--- config.mk ---
export PLATFORM = sky130hd
export DESIGN_NAME = apb_master_bridge
export DESIGN_NICKNAME = d
export VERILOG_FILES = /design/src/rtl/apb_master_bridge_pkg.sv /design/src/rtl/apb_master_bridge.sv
export SDC_FILE = /design/constraint.sdc
export NUM_CORES = 1
export LEC_CHECK = 0
export BUFFER_PORTS_ARGS = -buffer_cell sky130_fd_sc_hd__buf_2
export CORE_ASPECT_RATIO = 0.9
export CORE_MARGIN = 5
export CORE_UTILIZATION = 41
export CTS_BUF_LIST = sky130_fd_sc_hd__clkbuf_8
export CTS_CLUSTER_DIAMETER = 40
export DETAILED_ROUTE_END_ITERATION = 10
export PLACE_DENSITY = 0.76
export SYNTH_ARGS = -nofsm -noshare
export SYNTH_HDL_FRONTEND = slang
export SYNTH_SLANG_ARGS = --single-unit
--- constraint.sdc ---
create_clock -name clk -period 1.89 [get_ports clk]
set_input_delay 0.378 -clock clk [delete_from_list [all_inputs] [get_ports clk]]
set_output_delay 0.378 -clock clk [all_outputs]
set_load 0.1 [all_outputs]
--- src/rtl/apb_master_bridge_pkg.sv ---
// ---------------------------------------------------------------------------
// apb_master_bridge_pkg : shared widths and helpers for the APB master bridge
// Rev 1.0 - initial release
// ---------------------------------------------------------------------------
`default_nettype none

`ifndef ADDR_WIDTH
`define ADDR_WIDTH 32
`endif
`ifndef APB_DATA_WIDTH
`define APB_DATA_WIDTH 32
`endif

package apb_master_bridge_pkg;

  localparam int unsigned c_DEFAULT_TIMEOUT = 16;

  // A disabled timeout (0) still needs a 1-bit counter so the port list stays legal.
  function automatic int unsigned cnt_width(input int unsigned timeout_cycles);
    return (timeout_cycles > 0) ? $clog2(timeout_cycles + 1) : 1;
  endfunction

endpackage

`default_nettype wire

--- src/rtl/apb_master_bridge.sv ---
// ---------------------------------------------------------------------------
// apb_master_bridge : single-outstanding valid/ready to APB initiator
// Rev 1.0 - initial release
// ---------------------------------------------------------------------------
`default_nettype none

module apb_master_bridge
  import apb_master_bridge_pkg::*;
#(
  parameter int unsigned TIMEOUT_CYCLES = c_DEFAULT_TIMEOUT,
  parameter int unsigned ADDR_W         = `ADDR_WIDTH,
  parameter int unsigned DATA_W         = `APB_DATA_WIDTH
) (
  input  logic              clk,
  input  logic              resetn,
  input  logic              req_valid,
  output logic              req_ready,
  input  logic              req_write,
  input  logic [ADDR_W-1:0] req_addr,
  input  logic [DATA_W-1:0] req_wdata,
  output logic              rsp_valid,
  output logic [DATA_W-1:0] rsp_rdata,
  output logic              rsp_err,
  output logic              apb_psel,
  output logic              apb_rw,
  output logic [ADDR_W-1:0] apb_addr,
  output logic              apb_enab,
  output logic [DATA_W-1:0] apb_datao,
  input  logic [DATA_W-1:0] apb_datai,
  input  logic              apb_ack
);

  typedef enum logic [1:0] {
    S_IDLE   = 2'd0,
    S_SETUP  = 2'd1,
    S_ACCESS = 2'd2
  } state_t;

  localparam int unsigned c_CNT_W  = cnt_width(TIMEOUT_CYCLES);
  localparam bit          c_TO_EN  = (TIMEOUT_CYCLES > 0);
  localparam int unsigned c_LAST_I = c_TO_EN ? TIMEOUT_CYCLES - 1 : 0;
  localparam logic [c_CNT_W-1:0] c_LAST = c_LAST_I[c_CNT_W-1:0];

  state_t              state_q, state_d;
  logic                psel_q, psel_d;
  logic                enab_q, enab_d;
  logic                rw_q, rw_d;
  logic [ADDR_W-1:0]   addr_q, addr_d;
  logic [DATA_W-1:0]   wdata_q, wdata_d;
  logic [c_CNT_W-1:0]  cnt_q, cnt_d;
  logic                rsp_valid_q, rsp_valid_d;
  logic [DATA_W-1:0]   rdata_q, rdata_d;
  logic                err_q, err_d;

  always_ff @(posedge clk) begin
    if (!resetn) begin
      state_q     <= S_IDLE;
      psel_q      <= 1'b0;
      enab_q      <= 1'b0;
      rw_q        <= 1'b0;
      addr_q      <= '0;
      wdata_q     <= '0;
      cnt_q       <= '0;
      rsp_valid_q <= 1'b0;
      rdata_q     <= '0;
      err_q       <= 1'b0;
    end else begin
      state_q     <= state_d;
      psel_q      <= psel_d;
      enab_q      <= enab_d;
      rw_q        <= rw_d;
      addr_q      <= addr_d;
      wdata_q     <= wdata_d;
      cnt_q       <= cnt_d;
      rsp_valid_q <= rsp_valid_d;
      rdata_q     <= rdata_d;
      err_q       <= err_d;
    end
  end

  always_comb begin
    state_d     = state_q;
    psel_d      = psel_q;
    enab_d      = enab_q;
    rw_d        = rw_q;
    addr_d      = addr_q;
    wdata_d     = wdata_q;
    cnt_d       = cnt_q;
    rsp_valid_d = 1'b0;
    rdata_d     = rdata_q;
    err_d       = err_q;
    case (state_q)
      S_IDLE: begin
        if (req_valid) begin
          rw_d    = req_write;
          addr_d  = req_addr;
          wdata_d = req_wdata;
          psel_d  = 1'b1;
          enab_d  = 1'b0;
          state_d = S_SETUP;
        end
      end
      S_SETUP: begin
        enab_d  = 1'b1;
        cnt_d   = '0;
        state_d = S_ACCESS;
      end
      S_ACCESS: begin
        // Ack is checked first so it wins over a timeout on the same cycle.
        if (apb_ack) begin
          rsp_valid_d = 1'b1;
          rdata_d     = rw_q ? '0 : apb_datai;
          err_d       = 1'b0;
          psel_d      = 1'b0;
          enab_d      = 1'b0;
          state_d     = S_IDLE;
        end else if (c_TO_EN && (cnt_q == c_LAST)) begin
          rsp_valid_d = 1'b1;
          rdata_d     = '0;
          err_d       = 1'b1;
          psel_d      = 1'b0;
          enab_d      = 1'b0;
          state_d     = S_IDLE;
        end else if (c_TO_EN) begin
          cnt_d = cnt_q + {{(c_CNT_W-1){1'b0}}, 1'b1};
        end
      end
      default: begin
        psel_d  = 1'b0;
        enab_d  = 1'b0;
        state_d = S_IDLE;
      end
    endcase
  end

  assign req_ready = (state_q == S_IDLE);
  assign rsp_valid = rsp_valid_q;
  assign rsp_rdata = rdata_q;
  assign rsp_err   = err_q;
  assign apb_psel  = psel_q;
  assign apb_enab  = enab_q;
  assign apb_rw    = rw_q;
  assign apb_addr  = addr_q;
  assign apb_datao = wdata_q;

endmodule

`default_nettype wire

# After elaboration in Yosys (flattened, before gate mapping)

Index checks and enable logic that the tools add are counted.

Register bits: 108
Bits of input ports: 101
Logic and storage cells: 48

Add/sub/neg operators: 1
Eq/ne operators: 7
Mux-type cells: 20
Bitwise gates (word level): 1
Reductions and logical operators: 9

Operator list:

| operator            | count |
|---|---|
| $mux 32             | 3 |
| $mux 5              | 2 |
| $pmux 5 s2          | 1 |
| $mux 1              | 8 |
| $reduce_and 2->1    | 4 |
| $mux 2              | 3 |
| $ne 2x2->1 const B  | 3 |
| $pmux 1 s3          | 2 |
| $pmux 2 s3          | 1 |
| $reduce_and 3->1    | 2 |
| $add 5x1->5 const B | 1 |
| $eq 5x4->1 const B  | 1 |
| $reduce_bool 2->1   | 2 |
| $ne 3x3->1 const B  | 1 |
| $eq 2x1->1 const B  | 1 |
| $eq 2x2->1 const B  | 1 |
| $logic_not 2->1     | 1 |
| $not 1->1           | 1 |

# Longest topological paths before layout

Gate-level depths: netlist of the first run.

Depth in word-level cells: 4
Gate-level depth with buffers: 7
Mapped depth without buffers: 6

# Least setup slack after synthesis of the first run

No wires, ideal clock.

Kind: register to output
Start: register state_q[1]
End: output port req_ready
Data arrival time: 2115 ps
Required time: 1512 ps
Slack: -603 ps
Stages on the path, launching flop included: 2
Cell sequence: dfxtp_1 -> nor2_1

Cells in the longest elaborated chain, start to end: 1

Ends and longest elaborated chain:

| what                   | RTL line                 | text |
|---|---|---|
| start, declared        | apb_master_bridge.sv:44  | `state_t state_q, state_d;` |
| start signal, assigned | apb_master_bridge.sv:68  | `state_q <= state_d;` |
| $logic_not 2->1        | apb_master_bridge.sv:136 | `assign req_ready = (state_q == S_IDLE);` |
| end, declared          | apb_master_bridge.sv:17  | `output logic req_ready,` |

No other way between the ends.

# Worst setup path after layout of the first run

Start: register cnt_q[0]
End: register cnt_q[2]

Cells in the longest elaborated chain, start to end: 4
Elaborated cells between the ends (all ways): 7
Classes of those cells: 1 x add/sub; 2 x eq/ne; 3 x mux; 1 x reduce/logical

Ends and longest elaborated chain:

| what                   | RTL line                 | text |
|---|---|---|
| start, declared        | apb_master_bridge.sv:50  | `logic [c_CNT_W-1:0] cnt_q, cnt_d;` |
| start signal, assigned | apb_master_bridge.sv:74  | `cnt_q <= cnt_d;` |
| $add 5x1->5            | apb_master_bridge.sv:125 | `cnt_d = cnt_q + {{(c_CNT_W-1){1'b0}}, 1'b1};` |
| $mux 5                 | apb_master_bridge.sv:117 | `end else if (c_TO_EN && (cnt_q == c_LAST)) begin` |
| $mux 5                 | apb_master_bridge.sv:110 | `if (apb_ack) begin` |
| $pmux 5 s2             | apb_master_bridge.sv:92  | `case (state_q)` |

Parallel ways exist; a longest one is shown, timed or not. The select of a mux whose other input is x is not followed.
A chain may end at the register's enable or synchronous reset.

==> results of run 1 <==
-- state kept, by name, summed over array words and instances, names as in the netlist --
register / cells
cnt_q: 5
apb_addr: 32
rsp_err: 1
apb_psel: 1
rsp_rdata: 32
apb_rw: 1
state_q: 2
rsp_valid: 1
apb_datao: 32
-- Yosys cell counts --
cell type	count	area share (%)
nand4_1	1	0.17
nor3_2	1	0.28
nand3_1	3	0.42
inv_2	1	0.10
a211oi_1	2	0.42
nor4b_1	1	0.24
or3_1	1	0.17
or3b_2	1	0.24
ha_1	2	0.69
or2b_1	1	0.21
nand2b_1	1	0.17
nand2_1	133	14
a22o_1	32	7.8
o31ai_1	1	0.21
nor3_1	1	0.14
or2b_2	1	0.24
and2b_2	1	0.24
nor2_1	4	0.42
buf_1	2	0.21
a21o_1	1	0.21
and3_1	2	0.35
nor3b_1	1	0.21
clkbuf_2	1	0.14
clkbuf_1	17	1.8
buf_2	8	1.1
dfxtp_1	107	59
inv_1	3	0.31
a21oi_1	71	9.8
o21a_1	1	0.21
or4b_1	1	0.28
o21ai_0	1	0.14
-- cells by family (layout without fill, tap and decap cells) --
kind of cell / after synthesis / after routing / synth area share, %
simple gates: 154 / 154 / 17.6
compound gates: 109 / 109 / 18.8
fa+ha+maj: 2 / 2 / 0.693
flops: 107 / 107 / 59.3
buf+inv: 32 / 235 / 3.64
-- worst min-delay path by stage --
stage | from | end | slack [ns] | cells past startpoint
2_1_floorplan | cnt_q[0] | cnt_q[0] | 0.43 | 1
3_3_place_gp | apb_datao[1] | apb_datao[1] | 0.44 | 2
3_5_place_dp | apb_addr[1] | apb_addr[1] | 0.44 | 2
4_1_cts | apb_datai[15] | rsp_rdata[15] | 0.20 | 2
5_1_grt | apb_datai[30] | rsp_rdata[30] | 0.20 | 2
6_report | apb_datai[15] | rsp_rdata[15] | 0.23 | 2
-- final cells by class --
class / instances / area, um2 / area share [%]
Clock buffer: 9 / 124 / 2.45
Clock inverter: 7 / 53.8 / 1.07
Inverter: 4 / 15.0 / 0.298
Multi-Input combinational cell: 265 / 1400 / 27.7
Sequential cell: 107 / 2150 / 42.5
Tap cell: 119 / 149 / 2.95
Timing Repair Buffer: 215 / 1160 / 23.0
-- power groups by stage --
stage | logic [mW] | clock network, mW | registers [mW]
3_5_place_dp | 1.30 | 0 | 2.47
5_1_grt | 1.36 | 1.41 | 2.44
4_1_cts | 1.30 | 1.30 | 2.42
3_3_place_gp | 1.28 | 0 | 2.47
2_1_floorplan | 0.245 | 0 | 3.23
6_report | 1.30 | 1.25 | 2.42
-- through the flow --
step                setup TNS, ns  instance area [um2]  util, %  total power [mW]
floorplan                 -0.0405                 3650        -              3.47
global placement                0                 4830     56.3              3.75
detailed placement              0                 4830     56.3              3.77
CTS                             0                 5010     58.4              5.03
global route              -0.0549                 5050     58.9              5.21
finish                          0                 5050     58.9              4.97
-- cells in the final DEF, fill, tap and decap left out, types with 4 or more instances in the layout --
master / instances
inv_1: 4
a22o_1: 32
buf_2: 202
clkbuf_8: 9
buf_12: 4
nand2_1: 133
buf_4: 9
dfxtp_1: 104
a21oi_1: 70
-- worst max-delay path: cells and delay by family, from the launching register on --
| family | cells | cell delay [ns] |
|---|---|---|
| flops | 1 | 0.35 |
| simple gates | 3 | 1.03 |
| fa+ha+maj | 2 | 0.30 |
| compound gates | 1 | 0.13 |
-- timing repair --
item | 4_1_cts | 5_1_grt
resized for setup | 1 | 4
hold buffers | 0 | 0
setup endpoints to repair | 1 | 3
pin swaps | 0 | 5
setup buffers | 0 | 2
-- routing by layer --
| metal | up-vias | global-route usage, % |
|---|---|---|
| li1 | 1750 | - |
| met1 | 1597 | 19.8 |
| met2 | 151 | 29.7 |
| met3 | 9 | 9.63 |
| met4 | 0 | 3.79 |
| met5 | - | 0 |
==> impl_metrics.yaml, run 1 <==
route:
  drtAntennaViolNets: 0
  drtPass1Iterations: 5
  routed_wl_mm: 9.93
  dr_wl_met2_mm: 4.76
  dr.max_layer_used: "met4"
  vias: 3507
  dr_wl_met3_mm: 1.20
  drc: 0
  via_per_inst: 4.83
  drtIter0Drc: 178
  wl_per_cell_um: 13.7
  wirelength_met1_mm: 3.87
setup_path:
  crit_top_cell: "ha_4"
  start_kind: "flip-flop"
  timing.rr.start: "cnt_q[0]"
  cp_slowest_cell: "or4b_4"
  cp_cell_sequence: "ha_4 > and3_4 > ha_4 > or4b_4 > or3_4 > a21oi_2"
  critPathCaptureType: "flip-flop"
  r2r-end: "cnt_q[2]"
  cp_slowest_stage_delay_ns: 0.49
  worst_ep_required_time_ns: 2.18
  crit_end: "cnt_q[2]"
  r2r_cells: 6
  setup.worst_path.start: "cnt_q[0]"
  critPathKind: "flip-flop to flip-flop"
  r2r_slack_ns: 0.02
  worstPathArrival_ns: 2.15
  critical_path.max_fanout: 3
timing:
  final_hold_viol_count: 0
  max_freq_ghz: 0.536
  timing.hold.ws_ns: 0.230
  slew_headroom_pct: 66.3
  skew_ns: 0.00972
  fin_crit_sh_pct: 98.7
  rsz0062_at_grt: "true"
  final_max_slew_viol_count: 0
  finalSetupViolations: 0
  worstMarginPinSlew_ns: 0.509
  fin_ws_ns: 0.0245
  fin_crit_ns: 1.87
logic_synthesis:
  syn_nets: 507
  synth.distinct_cells: 31
  synth-seq-area-share_pct: 59.3
  synth_cells: 404
  ys_warn_count: 0
  syn_avg_cell_area_um2: 8.94
  ys_seq_elements: 107
  synth_area_mm2: 0.00361
run_status:
  status: "completed"
layout:
  antennaDiodeCount: 0
  layout.nets: 705
  stdcell_count: 726
  layout-drive-gt1-share_pct: 40.7
  fillers: 817
  syn_to_final_growth_pct: 39.7
cts:
  worstSkewPairLatency_ns: 0.35
  clockBufferDepth: 2
  cts.sinks: 107
  clk_pin_slew_ns: 0.10
  cts-root-buf: "clkbuf_8"
  numCtsBuffers: 9
  cts.htree.levels: 3
  cts_tree: "yes"
power_and_ir_drop:
  swShare_pct: 37.5
  clkPwrFrac_pct: 25.2
  internal_power_mw: 3.11
  p_switching_mw: 1.86
  ir_worst_vdd_v: 0.000631
  leakage_nw: 2.44
  power_frac_seq_pct: 48.7
  comb_power_share_pct: 26.1
  powerDensity_mw_per_mm2: 985
floorplanning:
  die_x_um: 109
  dieArea_mm2: 0.0108
  core_mm2: 0.00857
  die_h_um: 99.0
  rows: 32
  pin_count: 203
  start_util_pct: 42.2
placed_design:
  dp_slack_ns: 0.0166
  dp_hpwl_mm: 7.46
  place.gp.congestion: 0.724
  port_buffers: 202
  dp.cells: 708
grt:
  track_usage_pct: 17.7
  first_global_vias: 3340
  grt_max_degree: 39
  overflow: 0
  grt_pass1_wl_mm: 15.5
  antenna_found_initial: 0
worst_hold_path:
  holdCritPathClass: "input pin to flip-flop"
job:
  maxCapViolations: 0
Note: power is estimated with default switching activity, not from simulation.
==> run 2: changes to the inputs <==
BUFFER_PORTS_ARGS = not set   (was -buffer_cell sky130_fd_sc_hd__buf_2)
CORE_UTILIZATION = 53   (was 41)
DONT_BUFFER_PORTS = 1   (was not set)
PLACE_DENSITY = 0.69   (was 0.76)
==> impl_metrics.yaml, run 2 (synthesis gave the netlist of run 1 again) <==
timing:
  fin_crit_sh_pct: 98.6
  timing.hold.ws_ns: 0.129
  rsz0062_at_grt: "true"
  skew_ns: 0.0121
  slew_headroom_pct: 66.3
  finalSetupViolations: 0
  fin_crit_ns: 1.86
  final_hold_viol_count: 0
  fin_ws_ns: 0.0259
  final_max_slew_viol_count: 0
  worstMarginPinSlew_ns: 0.505
  max_freq_ghz: 0.536
grt:
  antenna_found_initial: 0
  overflow: 0
  track_usage_pct: 21.8
  first_global_vias: 3098
  grt_pass1_wl_mm: 15.2
  grt_max_degree: 65
setup_path:
  critPathCaptureType: "flip-flop"
  cp_cell_sequence: "ha_2 > and3_4 > ha_4 > or4b_4 > or3_1 > a21oi_1"
  setup.worst_path.start: "cnt_q[0]"
  critPathKind: "flip-flop to flip-flop"
  r2r_cells: 6
  start_kind: "flip-flop"
  r2r-end: "cnt_q[2]"
  timing.rr.start: "cnt_q[0]"
  cp_slowest_cell: "or4b_4"
  worst_ep_required_time_ns: 2.18
  cp_slowest_stage_delay_ns: 0.52
  worstPathArrival_ns: 2.15
  r2r_slack_ns: 0.03
  critical_path.max_fanout: 4
power_and_ir_drop:
  powerDensity_mw_per_mm2: 1050
  leakage_nw: 2.03
  ir_worst_vdd_v: 0.000671
  p_total_mw: 4.96
cts:
  clockBufferDepth: 2
  numCtsBuffers: 9
  cts_tree: "yes"
  cts-root-buf: "clkbuf_8"
  worstSkewPairLatency_ns: 0.35
  clk_pin_slew_ns: 0.09
  cts.htree.levels: 3
  cts.sinks: 107
  postCtsSetupBuffers: 0
  postCtsHoldBufs: 0
layout:
  layout_commonest_cell: "nand2_1"
  syn_to_final_growth_pct: 31.0
  layout_common_cells: "133 x nand2_1, 105 x buf_4, 104 x dfxtp_1"
  antennaDiodeCount: 0
  layout.nets: 600
  layout-drive-gt1-share_pct: 27.9
floorplanning:
  start_util_pct: 54.6
  rows: 28
  die_h_um: 88.3
  die_x_um: 97.0
  core_mm2: 0.00662
  dieArea_mm2: 0.00857
  pin_count: 203
route:
  drtIter0Drc: 160
  vias: 3102
  routed_wl_mm: 9.43
  drtPass1Iterations: 4
  wl_per_cell_um: 15.9
  drtAntennaViolNets: 0
  drc: 0
  via_per_inst: 5.24
worst_hold_path:
  min-delay-start: "apb_ack"
  min_delay_path_depth: 1
  whs_endpoint: "rsp_err"
  holdCritPathClass: "input pin to flip-flop"
placed_design:
  dp_hpwl_mm: 6.85
  dp_slack_ns: 0.0196
  port_buffers: 0
  place.gp.congestion: 0.760
run_status:
  status: "completed"
job:
  maxCapViolations: 0
-- run 2: cell types whose count changed in the layout (fill, tap and decap cells not counted), sizes merged --
cell    delta
clkbuf     +2
inv        -1
buf      -105
clkinv     -1
-- run 2: final cells by class --
class,count,area [um2]
sequential,107,2150
fill,536,1890
multi-input combinational,265,1380
timing repair buffer,110,888
clock buffer,11,151
tap,90,113
clock inverter,5,37.5
inverter,4,15.0
-- run 2: what timing repair did --
item / in CTS / in global routing
endpoints found under the hold margin: 0 / 0
endpoints found under the setup margin: 3 / 3
cloned: 0 / 0
resized for setup: 1 / 1
-- run 2: worst max path at each step --
stage | to | slack (ns) | cells after the start
after global placement | cnt_q[2] | 0.05 | 6
after global routing | cnt_q[2] | -0.04 | 6
final | cnt_q[2] | 0.03 | 6
after detailed placement | cnt_q[2] | 0.02 | 6
after floorplan | cnt_q[2] | -0.04 | 7
after CTS | cnt_q[2] | 0.02 | 6
-- run 2: per-stage QoR --
stage	std cells	utilization, %	cell area, um2	TNS [ns]
2_1_floorplan	404	-	3650	-0.0405
3_3_place_gp	576	68.5	4530	0
3_5_place_dp	576	68.5	4530	0
4_1_cts	592	71.4	4730	0
5_1_grt	592	71.5	4730	-0.0483
6_report	592	71.5	4730	0
-- run 2: worst max-delay path, delay by kind of cell, from the launching register on --
family	cells	cell delay [ns]
flip-flops	1	0.35
AND/OR/NAND/NOR	3	1.01
adder cells (fa/ha/maj)	2	0.34
AO/OA/AOI/OAI	1	0.11
-- run 2: power breakdown --
group	internal (mW)	switching, mW	leakage (nW)
combinational	0.239	1.03	1.06
sequential	2.36	0.0408	0.875
clock	0.557	0.728	0.0973
-- run 2: layer usage --
layer	up-vias	share of wire, %	global-route usage, %	routed length [um]
met2	132	49	37.0	4600
met5	-	0	0	0
met1	1414	39	24.6	3630
met4	0	2.0	8.04	184
met3	17	11	9.93	1010
li1	1539	-	-	-
==> run 3: changes to the inputs <==
CORE_UTILIZATION = 30   (was 53)
PLACE_DENSITY = 0.43   (was 0.69)
==> impl_metrics.yaml, run 3 (synthesis gave the netlist of run 1 again) <==
power_and_ir_drop:
  power_frac_seq_pct: 46.1
  powerDensity_mw_per_mm2: 1070
  clkPwrFrac_pct: 29.1
  ir_worst_vdd_v: 0.000679
  leakage_nw: 2.06
  swShare_pct: 35.6
  p_total_mw: 5.19
  p_switching_mw: 1.85
  internal_power_mw: 3.34
  comb_power_share_pct: 24.7
route:
  drtPass1Iterations: 7
  routed_wl_mm: 10.2
  drtIter0Drc: 150
  drtAntennaViolNets: 0
  wl_per_cell_um: 15.3
  via_per_inst: 4.59
  vias: 3059
  drc: 0
layout:
  layout-drive-gt1-share_pct: 28.7
  syn_to_final_growth_pct: 34.9
  stdcell_count: 666
  final_area_mm2: 0.00487
  antennaDiodeCount: 0
  layout_commonest_cell: "nand2_1"
  layout_common_cells: "133 x nand2_1, 110 x buf_4, 104 x dfxtp_1"
  layout.nets: 604
  fin_util_pct: 40.8
  fillers: 1276
  multiInputGateArea_mm2: 0.00139
  register_area_mm2: 0.00215
cts:
  postCtsSetupBuffers: 0
  clk_pin_slew_ns: 0.10
  clockBufferDepth: 2
  cts.htree.levels: 3
  cts-root-buf: "clkbuf_8"
  worstSkewPairLatency_ns: 0.38
  numCtsBuffers: 9
  cts.sinks: 107
  cts_tree: "yes"
floorplanning:
  die_x_um: 126
  core_mm2: 0.0119
  dieArea_mm2: 0.0143
  die_h_um: 114
  rows: 38
  pin_count: 203
  start_util_pct: 30.3
grt:
  first_global_vias: 2975
  grt_max_degree: 54
  grt_pass1_wl_mm: 16.0
  antenna_found_initial: 0
  track_usage_pct: 14.0
  overflow: 0
placed_design:
  port_buffers: 0
  place.gp.congestion: 0.741
  dp.cells: 650
  dp_hpwl_mm: 7.50
  dp_slack_ns: 0.00472
  placed_area_mm2: 0.00464
timing:
  slew_headroom_pct: 63.1
  fin_ws_ns: 0.0304
  finalSetupViolations: 0
  final_hold_viol_count: 0
  final_max_slew_viol_count: 0
  timing.hold.ws_ns: 0.0839
  fin_crit_ns: 1.86
  worstMarginPinSlew_ns: 0.553
  tns_ns: 0
  rsz0062_at_grt: "true"
  fin_crit_sh_pct: 98.4
  max_freq_ghz: 0.538
  skew_ns: 0.00771
setup_path:
  critPathKind: "flip-flop to flip-flop"
  cp_slowest_cell: "or4b_4"
  worst_ep_required_time_ns: 2.20
  cp_slowest_stage_delay_ns: 0.52
  worstPathArrival_ns: 2.17
  start_kind: "flip-flop"
  cp_cell_sequence: "ha_4 > and3_4 > ha_4 > or4b_4 > or3_1 > a21oi_1"
  critPathCaptureType: "flip-flop"
  worstPathBufferInverterCount: 0
  critical_path.max_fanout: 4
  critical-path-top-delay-family: "simple AND/OR/NAND/NOR gates"
  crit_top_cell: "ha_4"
job:
  maxCapViolations: 0
worst_hold_path:
  holdCritPathClass: "input pin to flip-flop"
run_status:
  status: "completed"
run 3: cell types whose count changed in the layout (fill, tap and decap cells not counted):
cell | previous run | this run
ha_2 | 1 | 0
bufinv_16 | 0 | 2
clkinv_2 | 0 | 3
ha_4 | 1 | 2
o21ai_1 | 0 | 1
clkinvlp_4 | 1 | 0
inv_1 | 4 | 3
buf_12 | 5 | 4
clkbuf_8 | 11 | 9
buf_4 | 105 | 110
o21ai_0 | 1 | 0
inv_6 | 1 | 0
run 3: worst paths after layout:
check | from | end | slack (ns) | cells past startpoint
worst min-delay path | apb_ack | rsp_err | 0.08 | 1
worst max-delay path | cnt_q[0] | cnt_q[2] | 0.03 | 6
worst min register to register | apb_datao[6] | apb_datao[6] | 0.46 | 2
worst max register to register | cnt_q[0] | cnt_q[2] | 0.03 | 6
run 3: repair_timing:
action                                 CTS  global route
resized for setup                        1             3
setup endpoints to repair                1             2
endpoints found under the hold margin    0             0
hold buffers                             0             0
run 3: area by class of cell:
cell class | instances | share of cell area, %
inverters | 4 | 0.308
multi-input cells | 265 | 28.5
well taps | 160 | 4.11
repair buffers | 114 | 18.6
flip-flops and latches | 107 | 44.0
clock inverters | 7 | 1.90
clock buffers | 9 | 2.54
run 3: power groups by stage:
stage | Clock [mW] | Sequential [mW] | Combinational (mW)
after floorplan | 0 | 3.23 | 0.245
after global placement | 0 | 2.45 | 1.28
after detailed placement | 0 | 2.45 | 1.29
after CTS | 1.58 | 2.40 | 1.29
after global routing | 1.69 | 2.41 | 1.35
final | 1.51 | 2.40 | 1.29
run 3: metal layers:
metal  wire [um]  track usage [%]  up-vias
met4          94             3.90        0
met2        5010             22.5      115
li1            -                -     1545
met5           0                0        -
met1        3880             15.9     1392
met3        1230             8.26        7
